<file path="config.mk">
export PLATFORM = sky130hd
export DESIGN_NAME = sat_counter
export DESIGN_NICKNAME = d
export VERILOG_FILES = /design/src/rtl/sat_counter.sv
export SDC_FILE = /design/constraint.sdc
export NUM_CORES = 1
export LEC_CHECK = 0
export ABC_CLOCK_PERIOD_IN_PS = 2980
export BUFFER_PORTS_ARGS = -buffer_cell sky130_fd_sc_hd__buf_4
export CAP_MARGIN = 20
export CORE_ASPECT_RATIO = 1.25
export CORE_MARGIN = 5
export CORE_UTILIZATION = 44
export DETAILED_ROUTE_END_ITERATION = 16
export PLACE_DENSITY = 0.67
export SLEW_MARGIN = 20
export SYNTH_ARGS = -nofsm -noshare
export SYNTH_HDL_FRONTEND = slang
export SYNTH_SLANG_ARGS = --single-unit
export TNS_END_PERCENT = 5
</file>
<file path="constraint.sdc">
create_clock -name clk -period 2.98 [get_ports clk]
set_input_delay 0.298 -clock clk [delete_from_list [all_inputs] [get_ports clk]]
set_output_delay 0.298 -clock clk [all_outputs]
set_load 0.05 [all_outputs]
</file>
<file path="src/rtl/sat_counter.sv">
// Saturating event counter with synchronous clear; sticks at all-ones
// instead of wrapping.
module sat_counter #(
  parameter int W = 16
) (
  input  logic         clk,
  input  logic         rst,
  input  logic         clr,
  input  logic         inc,
  output logic [W-1:0] value
);

  // NOTE: sequential state uses non-blocking assignments so every flop samples
  // pre-edge values regardless of block evaluation order.
  always_ff @(posedge clk) begin
    if (rst || clr)
      value <= '0;
    else if (inc && (value != '1))
      value <= value + W'(1);
  end

endmodule

</file>
==> results of run 1 <==
[tightest hold or removal path: cells and delay by family]
family / cells / cell delay [ns]
AOI/OAI and AO/OA: 1 / 0.12
and+or+nand+nor: 1 / 0.07
buffers and inverters: 1 / 0.08
[report_power, final]
group	internal, mW	switching, mW
logic	0.00675	0.0123
registers	0.215	0.00129
clock network	0.0470	0.0659
total	0.268	0.0795
[metal layers]
metal | GRT usage | wire [um] | share of wire | up-vias
met1 | 0.177 | 909 | 0.46 | 379
met5 | 0 | 0 | 0 | -
li1 | - | - | - | 417
met2 | 0.249 | 942 | 0.47 | 17
met4 | 0.0692 | 50 | 0.025 | 0
met3 | 0.0327 | 86 | 0.043 | 6
[cells in the mapped netlist, types with 4 or more instances]
cell / n
a21oi_1: 9
a41o_1: 4
and4_1: 4
dfxtp_1: 16
nand2_1: 6
nand3_1: 5
nand4_1: 5
nor2_1: 7
o21ai_0: 5
or3_1: 5
[worst min path at each step]
stage / start / endpoint / slack (ns)
2_1_floorplan: inc / value[1] / 0.46
3_3_place_gp: value[1] / value[1] / 0.49
3_5_place_dp: value[15] / value[15] / 0.50
4_1_cts: inc / value[1] / 0.33
5_1_grt: inc / value[1] / 0.34
6_report: rst / value[12] / 0.33
[per-stage QoR]
step / utilization / area (um^2)
floorplan: - / 847
global placement: 0.554 / 1000
detailed placement: 0.554 / 1000
CTS: 0.566 / 1020
global route: 0.566 / 1020
finish: 0.566 / 1020
[area by class of cell]
| cell class | instances | area [um^2] |
|---|---|---|
| repair buffers | 19 | 143 |
| well taps | 19 | 23.8 |
| fillers | 176 | 785 |
| clock buffers | 3 | 22.5 |
| multi-input cells | 75 | 510 |
| inverters | 1 | 3.75 |
| flip-flops and latches | 16 | 320 |
[cells by family after synthesis]
| family | Yosys count |
|---|---|
| AO/OA/AOI/OAI | 27 |
| XOR/XNOR | 3 |
| adder cells (fa/ha/maj) | 1 |
| buffers and inverters | 4 |
| flip-flops | 16 |
| AND/OR/NAND/NOR | 44 |
==> impl_metrics.csv, run 1 <==
group,metric,value,unit
run_status,outcome,"complete, no violations",
floorplanning,core,0.00181,mm^2
pwr,p_leak,0.410,nW
grt,grt_usage,0.148,
grt,grt.overflow.total,0,
worst_setup_path,crit_end,"value[3]",
detailed_routing,drt_iter0_markers,18,
place,routabilityCongestion,0.742,
sta,slew_headroom,0.604,
logic_synthesis,synth-adder-area-share,0.0148,
logic_synthesis,syn_nets,100,
worst_setup_path,cpPeakStageDelay,0.64,ns
worst_setup_path,r2r_setup_slack,1.18,ns
logic_synthesis,yosys.area.top_type,"dfxtp_1",
clocking,cts_sinks,16,
sta,finalHoldViolations,0,
logic_synthesis,synth-compound-area-share,0.219,
worst_setup_path,r2r-end,"value[3]",
cells_and_area,drive_gt1_frac,0.254,
logic_synthesis,synth_top_area_frac,0.378,
worst_setup_path,start_kind,"flip-flop",
worst_setup_path,required,3.21,ns
place,io_buffers,19,
logic_synthesis,ys.flop_type,"dfxtp_1",
pwr,ir_drop,0.191,mV
sta,finalCritPeriodShare,0.604,
place,dp_hpwl,1450,um
detailed_routing,firstDrtPassIters,5,
clocking,clk-insertion-delay-late,0.29,ns
clocking,post_cts_buffers,0,
cells_and_area,finalNetCount,121,
logic_synthesis,synthXorXnorAreaFrac,0.0310,
clocking,root_buffer,"clkbuf_4",
worst_setup_path,worstPathBufferInverterCount,0,
clocking,cts_tree,"yes",
sta,period_needed,1.80,ns
sta,skew,0.0102,ns
sta,grt_setup_unrepaired,"no",
clocking,hold_buffers,0,
cells_and_area,syn_to_final_growth,20.8,%
sta,setup_violations,0,
min_path,hold_depth,3,
pwr,power.density,340,mW/mm^2
cells_and_area,final_common_cell,"buf_4",
worst_setup_path,r2r_cells,5,
grt,antenna_found_initial,0,
cells_and_area,top_regs,"value: 16 flops",
logic_synthesis,synthMuxAreaShare,0,
logic_synthesis,syn_inst,95,
grt,grt_pass1_wl,3480,um
worst_setup_path,critPathMaxFanout,6,
worst_setup_path,crit_path_start,"value[0]",
logic_synthesis,yosysUniqueCellTypes,30,
sta,whs,0.332,ns
worst_setup_path,cp_num_cells,5,
cells_and_area,layout_common_cells,"buf_4, dfxtp_1, a21oi_1, nor2_1, nand2_1",
cells_and_area,antenna_cells,0,
floorplanning,io_pins,20,
grt,first_global_vias,751,
sta,layout_setup_ws,1.18,ns
sta,drv_slew,0,
logic_synthesis,syn_avg_cell_area,8.92,um^2
sta,fmax,0.556,GHz
detailed_routing,num_vias,819,
logic_synthesis,ys_top_cells_by_area,"dfxtp_1, a21oi_1, a41o_1",
worst_setup_path,slowest_stage,"o41ai_2",
logic_synthesis,ys_seq_elements,16,
floorplanning,start_util,0.469,
place,post-place-ws,1.18,ns
grt,grt_max_degree,16,
detailed_routing,vias_per_cell,6.16,
worst_setup_path,cp_cell_sequence,"ha_1, nand3_1, o41ai_2, o21ai_0, a21oi_1",
logic_synthesis,synth_area,847,um^2
clocking,post_cts_resized,0,
min_path,hold_class,"in2reg",
sta,finalSetupTns,0,ns
flow_run,drv_cap,0,
logic_synthesis,synth-simple-area-share,0.338,
logic_synthesis,synthArstFlopShare,0,
detailed_routing,postRouteAntennaNets,0,
clocking,htree_levels,1,
logic_synthesis,synth_edf_count,0,
clocking,cts_made_buffers,3,
logic_synthesis,yosysWarnings,0,
place,numPlacedInstances,130,
logic_synthesis,synth_top_family_by_area,"simple AND/OR/NAND/NOR gates",
worst_setup_path,r2r-start,"value[0]",
worst_setup_path,cp_top_family,"compound AO/OA/AOI/OAI gates",
floorplanning,rows,17,
detailed_routing,routed_wl,1990,um
clocking,path_clk_slew,0.09,ns
cells_and_area,instances_no_fill,133,
cells_and_area,largest_register_ffs,16,
logic_synthesis,seq_area_frac_synth,0.378,
worst_setup_path,critPathKind,"reg2reg",
cells_and_area,regMostFlops,"value",
floorplanning,die_w,49.2,um
worst_setup_path,arrival,2.03,ns
clocking,cts_max_path_buffers,2,
worst_setup_path,endpoint_kind,"flip-flop",
pwr,power,348,uW
floorplanning,die-height,59.1,um
detailed_routing,avgRoutedWirePerCell,15.0,um
sta,tightest_slew,0.588,ns
floorplanning,dieArea,0.00291,mm^2
detailed_routing,drc,0,
(Power assumes the default switching activity.)
==> run 2: changes to the inputs <==
- ABC_CLOCK_PERIOD_IN_PS: 2980 -> 1620
- PLACE_DENSITY: 0.67 -> 0.7
- clock period: 2.98 -> 1.62 ns (I/O delays scaled with it)
==> run 2 against run 1 <==
Cell count grew 8.3%. Power grew 96%. Clock-buffer cell count grew 1. Maximum frequency grew 14%. Flip-flop and latch count is the same. Utilization grew 10 points. Worst hold slack lost 0.15 ns. Critical endpoint is now value[15]. Largest cell class unchanged.
==> impl_metrics.csv, run 2 (synthesis gave the netlist of run 1 again) <==
group,metric,value,unit
run_status,outcome,"complete, no violations",
clocking,clk-insertion-delay-late,0.29,ns
worst_setup_path,critPathKind,"reg2reg",
place,dpl_cell_area,0.00114,mm^2
clocking,cts_sinks,16,
sta,finalCritPeriodShare,0.974,
grt,gr-usage-met3,0.0378,
worst_setup_path,r2r-start,"value[0]",
cells_and_area,finalNetCount,131,
detailed_routing,routed_wl,2170,um
worst_setup_path,r2r_cells,6,
grt,use_met1,0.177,
cells_and_area,stdcell_area,0.00121,mm^2
flow_run,drv_cap,0,
min_path,hold_depth,3,
detailed_routing,drt_iter0_markers,16,
worst_setup_path,slowest_stage,"or4_4",
floorplanning,io_pins,20,
sta,setup_violations,0,
sta,skew,0.00970,ns
worst_setup_path,required,1.84,ns
grt,met2_usage,0.289,
worst_setup_path,r2r-end,"value[15]",
worst_setup_path,cpPeakStageDelay,0.51,ns
detailed_routing,avgRoutedWirePerCell,15.0,um
detailed_routing,postRouteAntennaNets,0,
grt,busiest_layer,"met2",
cells_and_area,fillers,154,
worst_setup_path,endpoint_kind,"flip-flop",
sta,period_needed,1.58,ns
pwr,p_leak,0.494,nW
place,dp_hpwl,1620,um
cells_and_area,drive_gt1_frac,0.480,
sta,drv_slew,0,
sta,fmax,0.633,GHz
floorplanning,start_util,0.469,
cells_and_area,layout_common_cells,"buf_4, dfxtp_4, a21oi_1, nor2_1, nand2_1",
pwr,ir_drop,0.411,mV
min_path,hold_class,"in2reg",
worst_setup_path,arrival,1.80,ns
cells_and_area,regMostFlops,"value",
clocking,hold_buffers,0,
place,routabilityCongestion,0.753,
cells_and_area,final_common_cell,"buf_4",
cells_and_area,antenna_cells,0,
detailed_routing,firstDrtPassIters,4,
grt,first_global_vias,812,
pwr,power.density,563,mW/mm^2
sta,grt_setup_unrepaired,"yes",
detailed_routing,vias_per_cell,5.93,
clocking,cts_tree,"yes",
min_path,holdPathEnd,"value[12]",
grt,grt_usage,0.159,
min_path,hold_start,"rst",
cells_and_area,syn_to_final_growth,43.0,%
floorplanning,dieArea,0.00291,mm^2
floorplanning,rows,17,
floorplanning,die-height,59.1,um
sta,whs,0.183,ns
grt,grt_pass1_wl,3660,um
worst_setup_path,r2r_setup_slack,0.04,ns
worst_setup_path,start_kind,"flip-flop",
cells_and_area,largest_register_ffs,16,
detailed_routing,drc,0,
worst_setup_path,cp_cell_sequence,"ha_4, nand3_4, nor4_2, buf_4, or4_4, a21oi_2",
floorplanning,die_w,49.2,um
clocking,cts_made_buffers,3,
worst_setup_path,critPathMaxFanout,8,
sta,finalHoldViolations,0,
cells_and_area,top_regs,"value: 16 flops",
grt,grt_max_degree,16,
pwr,power,682,uW
clocking,path_clk_slew,0.10,ns
detailed_routing,num_vias,854,
sta,slew_headroom,0.729,
grt,grt.overflow.total,0,
clocking,htree_levels,1,
grt,antenna_found_initial,0,
place,io_buffers,19,
clocking,cts_max_path_buffers,2,
clocking,root_buffer,"clkbuf_4",
floorplanning,core,0.00181,mm^2
sta,tightest_slew,0.405,ns
==> run 2: power by group <==
part           leakage (nW)  internal (mW)  switching (mW)  total [mW]
logic                 0.332         0.0139          0.0238      0.0377
registers             0.141          0.373         0.00293       0.375
clock network        0.0210          0.137           0.132       0.269
==> run 2: cell type report <==
cell class,instances,area (um^2),area share
Inverter,1,3.75,0.00310
Multi-Input combinational cell,75,554,0.458
Clock buffer,4,36.3,0.0300
Timing Repair Buffer,29,218,0.180
Tap cell,19,23.8,0.0196
Sequential cell,16,375,0.310
==> run 2: stage by stage <==
| stage | utilization | instances | setup slack [ns] | setup TNS (ns) |
|---|---|---|---|---|
| 2_1_floorplan | - | 95 | 0.00620 | 0 |
| 3_3_place_gp | 0.633 | 139 | 0.0899 | 0 |
| 3_5_place_dp | 0.633 | 139 | 0.0452 | 0 |
| 4_1_cts | 0.653 | 143 | 0.0143 | 0 |
| 5_1_grt | 0.670 | 144 | -0.0329 | -0.129 |
| 6_report | 0.670 | 144 | 0.0414 | 0 |
==> run 2: timing repair <==
item	in CTS	in global routing
setup buffers	0	1
endpoints found under the hold margin	0	0
resized for setup	0	7
endpoints found under the setup margin	0	11
==> run 2: worst max-delay path by stage <==
stage | start | to | slack (ns)
after floorplan | value[9] | value[5] | 0.006
after global placement | value[0] | value[15] | 0.09
after detailed placement | value[0] | value[15] | 0.05
after CTS | value[0] | value[15] | 0.01
after global routing | value[9] | value[0] | -0.03
final | value[0] | value[15] | 0.04
==> run 2: critical path: cells and delay by family (launching register included) <==
| kind | cells | cell delay (ns) |
|---|---|---|
| AOI/OAI and AO/OA | 1 | 0.13 |
| DFF | 1 | 0.38 |
| buffers and inverters | 1 | 0.16 |
| and+or+nand+nor | 3 | 0.66 |
| adders and majority gates | 1 | 0.17 |
==> run 2: routing by layer <==
layer,vias to the layer above,share of wire
li1,436,-
met4,0,0.0083
met3,2,0.034
met1,404,0.44
met2,12,0.52
met5,-,0
==> run 3: changes to the inputs <==
- SETUP_SLACK_MARGIN: default -> 0.2
==> run 3 against run 2 <==
Via count is 5.3% higher. Combinational power up 8.5%. Critical path type unchanged. First-iteration DRC count decreased by 25%. Maximum frequency shrank 1.4%. Global-route usage grew 0.42 points. Clock-buffer cell count unchanged. Cell area increased by 4.6%. Worst setup slack got worse by 0.022 ns.
==> impl_metrics.csv, run 3 (synthesis gave the netlist of run 1 again) <==
group,metric,value,unit
run_status,outcome,"complete, no violations",
detailed_routing,firstDrtPassIters,4,
clocking,cts_max_path_buffers,2,
flow_run,drv_cap,0,
place,post-place-ws,0.0452,ns
grt,busiest_layer,"met2",
cells_and_area,fillers,146,
place,io_buffers,19,
worst_setup_path,arrival,1.78,ns
grt,gr-usage-met3,0.0378,
floorplanning,rows,17,
floorplanning,die-height,59.1,um
grt,use_met1,0.181,
detailed_routing,vias_per_cell,5.95,
grt,grt_pass1_wl,3760,um
clocking,htree_levels,1,
floorplanning,die_w,49.2,um
grt,antenna_found_initial,0,
sta,drv_slew,0,
floorplanning,start_util,0.469,
cells_and_area,syn_to_final_growth,49.6,%
cells_and_area,finalNetCount,138,
worst_setup_path,endpoint_kind,"flip-flop",
min_path,holdPathEnd,"value[12]",
worst_setup_path,r2r-start,"value[15]",
worst_setup_path,critPathMaxFanout,6,
floorplanning,dieArea,0.00291,mm^2
cells_and_area,regMostFlops,"value",
worst_setup_path,start_kind,"flip-flop",
cells_and_area,multi_input_area,558,um^2
sta,skew,0.00574,ns
worst_setup_path,critPathKind,"reg2reg",
sta,whs,0.176,ns
pwr,p_leak,0.531,nW
sta,finalSetupTns,0,ns
grt,grt_usage,0.163,
worst_setup_path,required,1.80,ns
floorplanning,io_pins,20,
cells_and_area,seqCellArea,375,um^2
clocking,hold_buffers,0,
clocking,root_buffer,"clkbuf_4",
clocking,cts_sinks,16,
cells_and_area,drive_gt1_frac,0.500,
cells_and_area,antenna_cells,0,
sta,finalHoldViolations,0,
place,numPlacedInstances,139,
cells_and_area,final_util,0.701,
floorplanning,core,0.00181,mm^2
detailed_routing,postRouteAntennaNets,0,
worst_setup_path,r2r_setup_slack,0.02,ns
worst_setup_path,r2r-end,"value[0]",
sta,period_needed,1.60,ns
grt,grt.overflow.total,0,
pwr,power.density,540,mW/mm^2
cells_and_area,layout_common_cells,"buf_4, dfxtp_4, a21oi_1, nor2_1, nand2_1",
detailed_routing,num_vias,899,
grt,first_global_vias,848,
place,dpl_cell_area,0.00114,mm^2
pwr,ir_drop,0.411,mV
cells_and_area,final_common_cell,"buf_4",
place,dp_hpwl,1620,um
min_path,hold_depth,3,
clocking,cts_made_buffers,3,
sta,tightest_slew,0.414,ns
detailed_routing,routed_wl,2190,um
detailed_routing,drt_iter0_markers,12,
worst_setup_path,r2r_cells,5,
sta,fmax,0.625,GHz
min_path,hold_class,"in2reg",
clocking,clk-insertion-delay-late,0.29,ns
cells_and_area,instances_no_fill,151,
detailed_routing,avgRoutedWirePerCell,14.5,um
cells_and_area,top_regs,"value: 16 flops",
sta,grt_setup_unrepaired,"yes",
sta,layout_setup_ws,0.0195,ns
pwr,power,685,uW
grt,met2_usage,0.300,
sta,finalCritPeriodShare,0.988,
detailed_routing,drc,0,
place,routabilityCongestion,0.753,
cells_and_area,stdcell_area,0.00127,mm^2
sta,setup_violations,0,
min_path,hold_start,"rst",
sta,slew_headroom,0.723,
cells_and_area,largest_register_ffs,16,
clocking,cts_tree,"yes",
grt,grt_max_degree,16,
clocking,path_clk_slew,0.10,ns
## run 3: what timing repair did
action,in CTS,in global routing
setup buffers,6,2
pin swaps,5,10
hold endpoints to repair,0,0
resized for setup,4,4
setup endpoints to repair,14,15
## run 3: how the worst max path moves through the flow
stage / start / end / slack (ns) / depth (start not counted)
5_1_grt: value[15] / value[2] / -0.06 / 5
6_report: value[15] / value[0] / 0.02 / 5
4_1_cts: value[0] / value[15] / 0.07 / 6
3_5_place_dp: value[0] / value[15] / 0.05 / 6
2_1_floorplan: value[9] / value[5] / 0.006 / 5
3_3_place_gp: value[0] / value[15] / 0.09 / 6
## run 3: area by class of cell
class                           instances  share of cell area
Clock buffer                            4              0.0286
Sequential cell                        16               0.296
Timing Repair Buffer                   36               0.213
Tap cell                               19              0.0188
Multi-Input combinational cell         75               0.440
Inverter                                1             0.00296
## run 3: worst max-delay path, stage by stage (launching register included)
cell and delay (ns):
dfxtp_4 0.35, nand4_1 0.21, buf_4 0.22, o41ai_4 0.46, xor2_1 0.20, nor2_1 0.05
## run 3: power by group
group	switching [mW]	internal, mW	total [mW]
registers	0.00236	0.372	0.375
clock network	0.132	0.137	0.269
logic	0.0249	0.0160	0.0409
## run 3: metal layers
layer  vias up  wire length (um)
met1       427               920
met3         4                75
met4         0                32
li1        454                 -
met5         -                 0
met2        14              1160
